$ cat config.mk
export PLATFORM = sky130hd
export DESIGN_NAME = addr_gap_lut_mc_flat
export DESIGN_NICKNAME = d
export VERILOG_FILES = /design/src/rtl/addr_gap_lut_mc_pkg.sv /design/src/rtl/addr_gap_lut_mc_if.sv /design/src/rtl/addr_gap_lut_mc_rom.sv /design/src/rtl/addr_gap_lut_mc.sv /design/src/flat_wrapper.sv
export SDC_FILE = /design/constraint.sdc
export NUM_CORES = 1
export LEC_CHECK = 0
export BUFFER_PORTS_ARGS = -buffer_cell sky130_fd_sc_hd__clkbuf_2
export CORE_MARGIN = 5
export CORE_UTILIZATION = 51
export DETAILED_ROUTE_END_ITERATION = 10
export HOLD_SLACK_MARGIN = 0.02
export PLACE_DENSITY = 0.84
export SLEW_MARGIN = 20
export SYNTH_ARGS = -nofsm -noshare
export SYNTH_HDL_FRONTEND = slang
export SYNTH_SLANG_ARGS = --single-unit
export TNS_END_PERCENT = 1
$ cat constraint.sdc
create_clock -name clk -period 2.7 [get_ports clk]
set_input_delay 0.135 -clock clk [delete_from_list [all_inputs] [get_ports clk]]
set_output_delay 0.135 -clock clk [all_outputs]
set_load 0.01 [all_outputs]
$ cat src/rtl/addr_gap_lut_mc_pkg.sv
// Shared widths, channel-index sizing and the pipeline sideband record
// for the multi-channel address-gap lookup engine.
package addr_gap_pkg;

    localparam int DEF_ANGLE_W  = 32;
    localparam int DEF_SIGN_BIT = 23;
    localparam int DEF_ADDR_W   = 11;
    localparam int DEF_GAP_W    = 12;
    localparam int DEF_OFS_W    = 8;

    // Sideband carries the widest channel index so one record type fits every NUM_CH.
    localparam int MAX_CH_W = 4;

    function automatic int ch_width(input int n);
        return (n <= 1) ? 1 : $clog2(n);
    endfunction

    typedef struct packed {
        logic                valid;
        logic [MAX_CH_W-1:0] ch;
        logic                sign;
        logic                sat;
    } side_t;

endpackage

$ cat src/rtl/addr_gap_lut_mc_if.sv
// Request and result bus between the angle sources, the lookup engine and the gap consumers.
interface addr_gap_lut_mc_if #(
    parameter int NUM_CH  = 4,
    parameter int ANGLE_W = addr_gap_pkg::DEF_ANGLE_W,
    parameter int GAP_W   = addr_gap_pkg::DEF_GAP_W,
    parameter int OFS_W   = addr_gap_pkg::DEF_OFS_W,
    parameter int CH_W    = addr_gap_pkg::ch_width(NUM_CH)
);
    logic [NUM_CH-1:0]         in_valid;
    logic [NUM_CH*ANGLE_W-1:0] in_angle;
    logic [NUM_CH-1:0]         in_ready;
    logic                      out_valid;
    logic [CH_W-1:0]           out_ch;
    logic [GAP_W-1:0]          out_gap;
    logic [OFS_W-1:0]          out_offset;
    logic                      out_sign;
    logic                      out_sat;

    modport master (
        output in_valid, in_angle,
        input  in_ready, out_valid, out_ch, out_gap, out_offset, out_sign, out_sat
    );

    modport slave (
        input  in_valid, in_angle,
        output in_ready, out_valid, out_ch, out_gap, out_offset, out_sign, out_sat
    );
endinterface

$ cat src/rtl/addr_gap_lut_mc_rom.sv
// Gap, positive-offset and negative-offset tables sharing one address,
// read through ROM_LAT register stages. Swapped for vendor ROM macros on silicon.
module gap_rom_bank #(
    parameter int    ADDR_W       = 11,
    parameter int    GAP_W        = 12,
    parameter int    OFS_W        = 8,
    parameter int    ROM_LAT      = 1,
    parameter string GAP_INIT     = "",
    parameter string OFS_POS_INIT = "",
    parameter string OFS_NEG_INIT = ""
) (
    input  logic              clk,
    input  logic [ADDR_W-1:0] addr,
    output logic [GAP_W-1:0]  gap,
    output logic [OFS_W-1:0]  ofs_pos,
    output logic [OFS_W-1:0]  ofs_neg
);

    localparam bit EXT_IMAGE = (GAP_INIT != "") || (OFS_POS_INIT != "") || (OFS_NEG_INIT != "");

    if (EXT_IMAGE) begin : g_ext_image
        // Image files are consumed by the vendor ROM wrapper; this model keeps its built-in contents.
    end

    function automatic logic [GAP_W-1:0] gap_word(input logic [ADDR_W-1:0] a);
        return GAP_W'(32'(a) * 32'd5 + 32'd3);
    endfunction

    function automatic logic [OFS_W-1:0] pos_word(input logic [ADDR_W-1:0] a);
        return OFS_W'(a) ^ OFS_W'(32'h5A);
    endfunction

    function automatic logic [OFS_W-1:0] neg_word(input logic [ADDR_W-1:0] a);
        return ~OFS_W'(a);
    endfunction

    logic [GAP_W-1:0] gap_pipe [ROM_LAT];
    logic [OFS_W-1:0] pos_pipe [ROM_LAT];
    logic [OFS_W-1:0] neg_pipe [ROM_LAT];

    always_ff @(posedge clk) begin
        gap_pipe[0] <= gap_word(addr);
        pos_pipe[0] <= pos_word(addr);
        neg_pipe[0] <= neg_word(addr);
        for (int i = 1; i < ROM_LAT; i++) begin
            gap_pipe[i] <= gap_pipe[i-1];
            pos_pipe[i] <= pos_pipe[i-1];
            neg_pipe[i] <= neg_pipe[i-1];
        end
    end

    assign gap     = gap_pipe[ROM_LAT-1];
    assign ofs_pos = pos_pipe[ROM_LAT-1];
    assign ofs_neg = neg_pipe[ROM_LAT-1];

endmodule

$ cat src/rtl/addr_gap_lut_mc.sv
// Round-robin arbitrated angle-to-gap lookup: capture, sign-magnitude address
// with clamp, table read, registered tagged result.
module addr_gap_lut_mc
    import addr_gap_pkg::*;
#(
    parameter int    NUM_CH       = 4,
    parameter int    ANGLE_W      = DEF_ANGLE_W,
    parameter int    SIGN_BIT     = DEF_SIGN_BIT,
    parameter int    ADDR_W       = DEF_ADDR_W,
    parameter int    GAP_W        = DEF_GAP_W,
    parameter int    OFS_W        = DEF_OFS_W,
    parameter int    ROM_LAT      = 1,
    parameter string GAP_INIT     = "",
    parameter string OFS_POS_INIT = "",
    parameter string OFS_NEG_INIT = ""
) (
    input  logic           clk,
    input  logic           rst,
    input  logic           enable,
    output logic           busy,
    addr_gap_lut_mc_if.slave bus
);

    localparam int CH_W = ch_width(NUM_CH);
    localparam int FW   = SIGN_BIT + 1;

    logic [CH_W-1:0] rr_ptr;
    logic [CH_W-1:0] sel;
    logic            found;
    logic [NUM_CH-1:0] grant;
    logic            accept;
    logic [FW-1:0]   sel_field;

    // Upper pass covers channels after rr_ptr, lower pass wraps around to the rest.
    always_comb begin
        found = 1'b0;
        sel   = '0;
        for (int i = 0; i < NUM_CH; i++) begin
            if (!found && bus.in_valid[i] && (CH_W'(i) > rr_ptr)) begin
                found = 1'b1;
                sel   = CH_W'(i);
            end
        end
        for (int i = 0; i < NUM_CH; i++) begin
            if (!found && bus.in_valid[i]) begin
                found = 1'b1;
                sel   = CH_W'(i);
            end
        end
    end

    always_comb begin
        grant     = '0;
        sel_field = '0;
        for (int i = 0; i < NUM_CH; i++) begin
            grant[i] = found && (sel == CH_W'(i));
            if (sel == CH_W'(i)) sel_field = bus.in_angle[i*ANGLE_W +: FW];
        end
    end

    assign bus.in_ready = enable ? grant : '0;
    assign accept       = |(bus.in_valid & bus.in_ready);

    always_ff @(posedge clk or posedge rst) begin
        if (rst)         rr_ptr <= CH_W'(NUM_CH - 1);
        else if (accept) rr_ptr <= sel;
    end

    logic            c_valid;
    logic [CH_W-1:0] c_ch;
    logic [FW-1:0]   c_field;

    always_ff @(posedge clk or posedge rst) begin
        if (rst) begin
            c_valid <= 1'b0;
            c_ch    <= '0;
            c_field <= '0;
        end else begin
            c_valid <= accept;
            if (accept) begin
                c_ch    <= sel;
                c_field <= sel_field;
            end
        end
    end

    logic              mag_sign;
    logic [FW-1:0]     mag;
    logic              clamp_sat;
    logic [ADDR_W-1:0] clamp_addr;

    always_comb begin
        mag_sign = c_field[FW-1];
        mag      = mag_sign ? (~c_field + FW'(1)) : c_field;
    end

    // The most negative field negates to itself, which still lands above the table and clamps.
    if (FW > ADDR_W) begin : g_clamp
        assign clamp_sat  = |mag[FW-1:ADDR_W];
        assign clamp_addr = clamp_sat ? '1 : mag[ADDR_W-1:0];
    end else begin : g_fit
        assign clamp_sat  = 1'b0;
        assign clamp_addr = ADDR_W'(mag);
    end

    side_t             a_side;
    logic [ADDR_W-1:0] a_addr;

    always_ff @(posedge clk or posedge rst) begin
        if (rst) begin
            a_side <= '0;
            a_addr <= '0;
        end else begin
            a_side <= '{valid: c_valid, ch: MAX_CH_W'(c_ch), sign: mag_sign, sat: clamp_sat};
            a_addr <= clamp_addr;
        end
    end

    logic [GAP_W-1:0] rom_gap;
    logic [OFS_W-1:0] rom_pos;
    logic [OFS_W-1:0] rom_neg;

    gap_rom_bank #(
        .ADDR_W      (ADDR_W),
        .GAP_W       (GAP_W),
        .OFS_W       (OFS_W),
        .ROM_LAT     (ROM_LAT),
        .GAP_INIT    (GAP_INIT),
        .OFS_POS_INIT(OFS_POS_INIT),
        .OFS_NEG_INIT(OFS_NEG_INIT)
    ) u_rom (
        .clk    (clk),
        .addr   (a_addr),
        .gap    (rom_gap),
        .ofs_pos(rom_pos),
        .ofs_neg(rom_neg)
    );

    side_t rom_side [ROM_LAT];
    side_t r_side;

    always_ff @(posedge clk or posedge rst) begin
        if (rst) begin
            for (int i = 0; i < ROM_LAT; i++) rom_side[i] <= '0;
        end else begin
            rom_side[0] <= a_side;
            for (int i = 1; i < ROM_LAT; i++) rom_side[i] <= rom_side[i-1];
        end
    end

    assign r_side = rom_side[ROM_LAT-1];

    always_ff @(posedge clk or posedge rst) begin
        if (rst) begin
            bus.out_valid  <= 1'b0;
            bus.out_ch     <= '0;
            bus.out_gap    <= '0;
            bus.out_offset <= '0;
            bus.out_sign   <= 1'b0;
            bus.out_sat    <= 1'b0;
        end else begin
            bus.out_valid <= r_side.valid;
            if (r_side.valid) begin
                bus.out_ch     <= CH_W'(r_side.ch);
                bus.out_gap    <= rom_gap;
                bus.out_offset <= r_side.sign ? rom_neg : rom_pos;
                bus.out_sign   <= r_side.sign;
                bus.out_sat    <= r_side.sat;
            end
        end
    end

    always_comb begin
        busy = c_valid | a_side.valid;
        for (int i = 0; i < ROM_LAT; i++) busy = busy | rom_side[i].valid;
    end

    // Angle bits above the field and spare channel-index bits are intentionally dropped.
    logic angle_unused;
    logic side_unused;
    assign angle_unused = ^bus.in_angle;
    assign side_unused  = ^r_side.ch;

endmodule

$ cat src/flat_wrapper.sv
// flat-port wrapper written by rule: the top's interface ports become plain ports
module addr_gap_lut_mc_flat import addr_gap_pkg::*;
#(
    parameter int    NUM_CH       = 4,
    parameter int    ANGLE_W      = DEF_ANGLE_W,
    parameter int    SIGN_BIT     = DEF_SIGN_BIT,
    parameter int    ADDR_W       = DEF_ADDR_W,
    parameter int    GAP_W        = DEF_GAP_W,
    parameter int    OFS_W        = DEF_OFS_W,
    parameter int    ROM_LAT      = 1,
    parameter string GAP_INIT     = "",
    parameter string OFS_POS_INIT = "",
    parameter string OFS_NEG_INIT = ""
)
  (clk, rst, enable, busy, bus_in_valid, bus_in_angle, bus_in_ready, bus_out_valid, bus_out_ch, bus_out_gap, bus_out_offset, bus_out_sign, bus_out_sat);
  addr_gap_lut_mc_if #(.NUM_CH(NUM_CH), .ANGLE_W(ANGLE_W), .GAP_W(GAP_W), .OFS_W(OFS_W)) bus_i ();
  input  logic clk;
  input  logic rst;
  input  logic enable;
  output logic busy;
  input wire logic [$bits(bus_i.in_valid)-1:0] bus_in_valid;
  input wire logic [$bits(bus_i.in_angle)-1:0] bus_in_angle;
  output wire logic [$bits(bus_i.in_ready)-1:0] bus_in_ready;
  output wire logic [$bits(bus_i.out_valid)-1:0] bus_out_valid;
  output wire logic [$bits(bus_i.out_ch)-1:0] bus_out_ch;
  output wire logic [$bits(bus_i.out_gap)-1:0] bus_out_gap;
  output wire logic [$bits(bus_i.out_offset)-1:0] bus_out_offset;
  output wire logic [$bits(bus_i.out_sign)-1:0] bus_out_sign;
  output wire logic [$bits(bus_i.out_sat)-1:0] bus_out_sat;
  assign bus_i.in_valid = bus_in_valid;
  assign bus_i.in_angle = bus_in_angle;
  assign bus_in_ready = bus_i.in_ready;
  assign bus_out_valid = bus_i.out_valid;
  assign bus_out_ch = bus_i.out_ch;
  assign bus_out_gap = bus_i.out_gap;
  assign bus_out_offset = bus_i.out_offset;
  assign bus_out_sign = bus_i.out_sign;
  assign bus_out_sat = bus_i.out_sat;
  addr_gap_lut_mc #(.NUM_CH(NUM_CH), .ANGLE_W(ANGLE_W), .SIGN_BIT(SIGN_BIT), .ADDR_W(ADDR_W), .GAP_W(GAP_W), .OFS_W(OFS_W), .ROM_LAT(ROM_LAT), .GAP_INIT(GAP_INIT), .OFS_POS_INIT(OFS_POS_INIT), .OFS_NEG_INIT(OFS_NEG_INIT)) u_core (.clk(clk), .rst(rst), .enable(enable), .busy(busy), .bus(bus_i));
endmodule
==> reports/metrics.yaml <==
synth:
  yosys_warnings: 0
  synth_adder_area_share_pct: 6.998
  netlist_area_mm2: 0.005114
  ys_types: 60
  synth_compound_area_share_pct: 19.04
  synth-seq-cells: 98
  synthSimpleGateAreaFrac_pct: 14.88
  synthFlopType: "dfrtp_1"
  synth_top_family_by_area: "compound AO/OA/AOI/OAI gates"
  ys_top_cells_by_area: "dfrtp_1, dfxtp_1, ha_1"
  synth_edf_count: 0
  synth_largest_area_cell: "dfrtp_1"
  synth_mux_area_share_pct: 5.774
  synth-xor-area-share_pct: 3.425
  async_reset_ff_share_pct: 76.53
  seq_area_frac_synth_pct: 45.75
  synth_nets: 673
  avgSynthCellArea_um2: 10.03
  syn_inst: 510
  synth_top_area_share_pct: 35.72
finish:
  layout_commonest_cell: "clkbuf_2"
  drive_above_1_share_pct: 33.18
  final_util_pct: 63.33
  multi_input_area_mm2: 0.002600
  final_cell_mix: "clkbuf_2, dfrtp_1, a21oi_1"
  fill_cells: 809
  seqCellArea_mm2: 0.002340
  syn2layout_area_growth_pct: 21.04
  antenna_cells: 0
  design_area_mm2: 0.006190
  fin_nets: 803
worst_setup_path:
  worstRegToRegCells: 9
  worst_setup_path_start_kind: "flop"
  cp-end-kind: "flop"
  cp_slowest_cell: "dfrtp_1"
  crit_start: "u_core.a_addr[5]"
  cp_max_fo: 4
  slowest_delay_ns: 0.42
  rr_endpoint: "u_core.u_rom.gap_pipe[0][10]"
  r2r_slack_ns: 0.15
  criticalPathCategory: "reg -> reg"
  worstPathCellList: "ha_1 > ha_1 > ha_2 > a21o_1 > a41o_1 > a211oi_1 > o21bai_1 > a21oi_1 > xnor2_1"
  critical_path.most_common_cell: "ha_1"
  cp.arrival_ns: 2.85
  endpoint: "u_core.u_rom.gap_pipe[0][10]"
  r2r-start: "u_core.a_addr[5]"
  worst_ep_required_time_ns: 3.00
route:
  drc_errors: 0
  first_iter_violations: 219
  vias: 4284
  avgViaCountPerCell: 5.506
  wl_um: 11920
  wl_per_cell_um: 15.31
  ant_nets: 0
  drt_first_pass_iters: 7
placed_design:
  io_buffers: 132
  routabilityCongestion: 0.8727
  hpwl_um: 9294
  dpl_cell_area_mm2: 0.005943
global_routing:
  grt_max_degree: 37
  track_usage_pct: 20.34
  antenna_found_initial: 0
  overflow: 0
  grt_pass1_wl_um: 19690
  grt_pass1_vias: 4366
power:
  leakagePower_nw: 2.783
  power_density_mw_per_mm2: 657.2
  fin_total_pwr_w: 0.004068
  ir_drop_mv: 0.3940
die:
  die_h_um: 110.1
  core_area_mm2: 0.009774
  die_width_um: 110.1
  initial_utilization_pct: 52.32
  io_pins: 165
  dieArea_mm2: 0.01213
  rows: 36
sta:
  fin_tns_setup_ns: 0
  worst_slew_margin_rel_pct: 29.17
  final-hold-violation-count: 0
  fin_crit_sh_pct: 94.46
  rsz0062_at_grt: "no"
  tightest_slew_ns: 1.062
  post-route-min-period_ns: 2.550
  whs_ns: 0.05616
  skew_ns: 0.01125
  max_freq_mhz: 392.1
  finalMaxSlewViolations: 0
  setup_viol: 0
cts:
  clk_pin_slew_ns: 0.10
  numCtsBuffers: 9
  cts_root_buffer: "clkbuf_8"
  clock_latency_ns: 0.37
  clk_path_buf_depth: 2
  clock_sinks: 98
  cts_tree: "done"
  cts_max_level: 3
min_path:
  min-delay-path-class: "in -> reg"
  worstHoldStart: "bus_in_angle[69]"
outcome:
  status: "finished clean"
job:
  cap_violations: 0
layer usage:
layer / up-vias / global-route usage, % / routed length (um)
met5: - / 0 / 0
met2: 171 / 35.31 / 5920
met3: 14 / 6.348 / 912
met4: 0 / 5.629 / 177
li1: 2115 / - / -
met1: 1984 / 24.37 / 4905
final cells by class:
cell class / count / share of cell area, %
clock inverters: 6 / 0.9096
inverters: 18 / 1.092
clock buffers: 10 / 2.406
flip-flops and latches: 98 / 37.80
well taps: 133 / 2.689
repair buffers: 152 / 13.10
multi-input cells: 361 / 42.01
where the power goes:
group | leakage [nW] | switching (W) | internal, W
registers | 0.991 | 0.000257 | 0.00167
logic | 1.69 | 0.000665 | 0.000534
clock network | 0.102 | 0.000536 | 0.000410
total | 2.78 | 0.00146 | 0.00261
repair_timing:
| item | 4_1_cts | 5_1_grt |
|---|---|---|
| hold endpoints to repair | 32 | 0 |
| setup buffers | 0 | 0 |
| hold buffers | 1 | 0 |
| endpoints found under the setup margin | 0 | 13 |
| gates resized for setup | 0 | 7 |
worst min path at each step:
stage / end / cells past startpoint / slack [ns]
finish: u_core.c_field[5] / 3 / 0.06
CTS: u_core.c_field[4] / 3 / 0.04
floorplan: u_core.c_field[10] / 2 / 0.33
global route: u_core.c_field[22] / 3 / 0.04
global placement: u_core.r_side[3] / 2 / 0.27
detailed placement: u_core.c_ch[1] / 2 / 0.27
cell usage after synthesis (3+ instances only):
| master | n |
|---|---|
| dfrtp_1 | 73 |
| a21oi_1 | 58 |
| nor2_1 | 39 |
| clkbuf_1 | 31 |
| nor3_1 | 28 |
| ha_1 | 27 |
| o2bb2ai_1 | 24 |
| dfxtp_1 | 23 |
| mux2_2 | 20 |
| o21ai_0 | 19 |
| inv_1 | 18 |
| nand2_1 | 16 |
| o21ai_1 | 15 |
| xnor2_1 | 11 |
| xor2_1 | 9 |
| mux2i_1 | 7 |
| nand3_2 | 7 |
| nand2b_1 | 5 |
| a211oi_1 | 4 |
| a22oi_1 | 4 |
| and3_1 | 4 |
| nand4_1 | 4 |
| or3_1 | 4 |
| a21o_1 | 3 |
| nand3_1 | 3 |
| nor2b_1 | 3 |
| nor4_1 | 3 |
| o22ai_1 | 3 |
| o31ai_1 | 3 |
flip-flops by register name, indices dropped and copies added (netlist names):
signal	cells
u_core.c_field	24
u_core.bus.out_gap	12
u_core.u_rom.gap_pipe	12
u_core.a_addr	11
u_core.bus.out_offset	8
u_core.u_rom.neg_pipe	7
u_core.a_side	5
u_core.r_side	5
u_core.u_rom.pos_pipe	4
u_core.bus.out_ch	2
u_core.c_ch	2
u_core.rr_ptr	2
u_core.bus.out_sat	1
u_core.bus.out_sign	1
u_core.bus.out_valid	1
u_core.c_valid	1
through the flow:
step / instances / setup slack, ns
2_1_floorplan: 510 / 0.3542
3_3_place_gp: 760 / 0.2181
3_5_place_dp: 760 / 0.1542
4_1_cts: 777 / 0.09028
5_1_grt: 778 / 0.04883
6_report: 778 / 0.1497
logic make-up (layout without fill, tap and decap cells):
family	Yosys count	after routing
and+or+nand+nor	133	133
xor gates and xnor gates	20	20
muxes	27	27
buffers and inverters	51	186
adders and majority gates	28	28
DFF	98	98
AOI/OAI and AO/OA	153	153
critical path, delay by kind of cell (launching register included):
family	cells	cell delay (ns)
xor+xnor	1	0.13
compound gates	5	0.98
fa+ha+maj	3	0.96
flops	1	0.42
(Power assumes the default switching activity.)
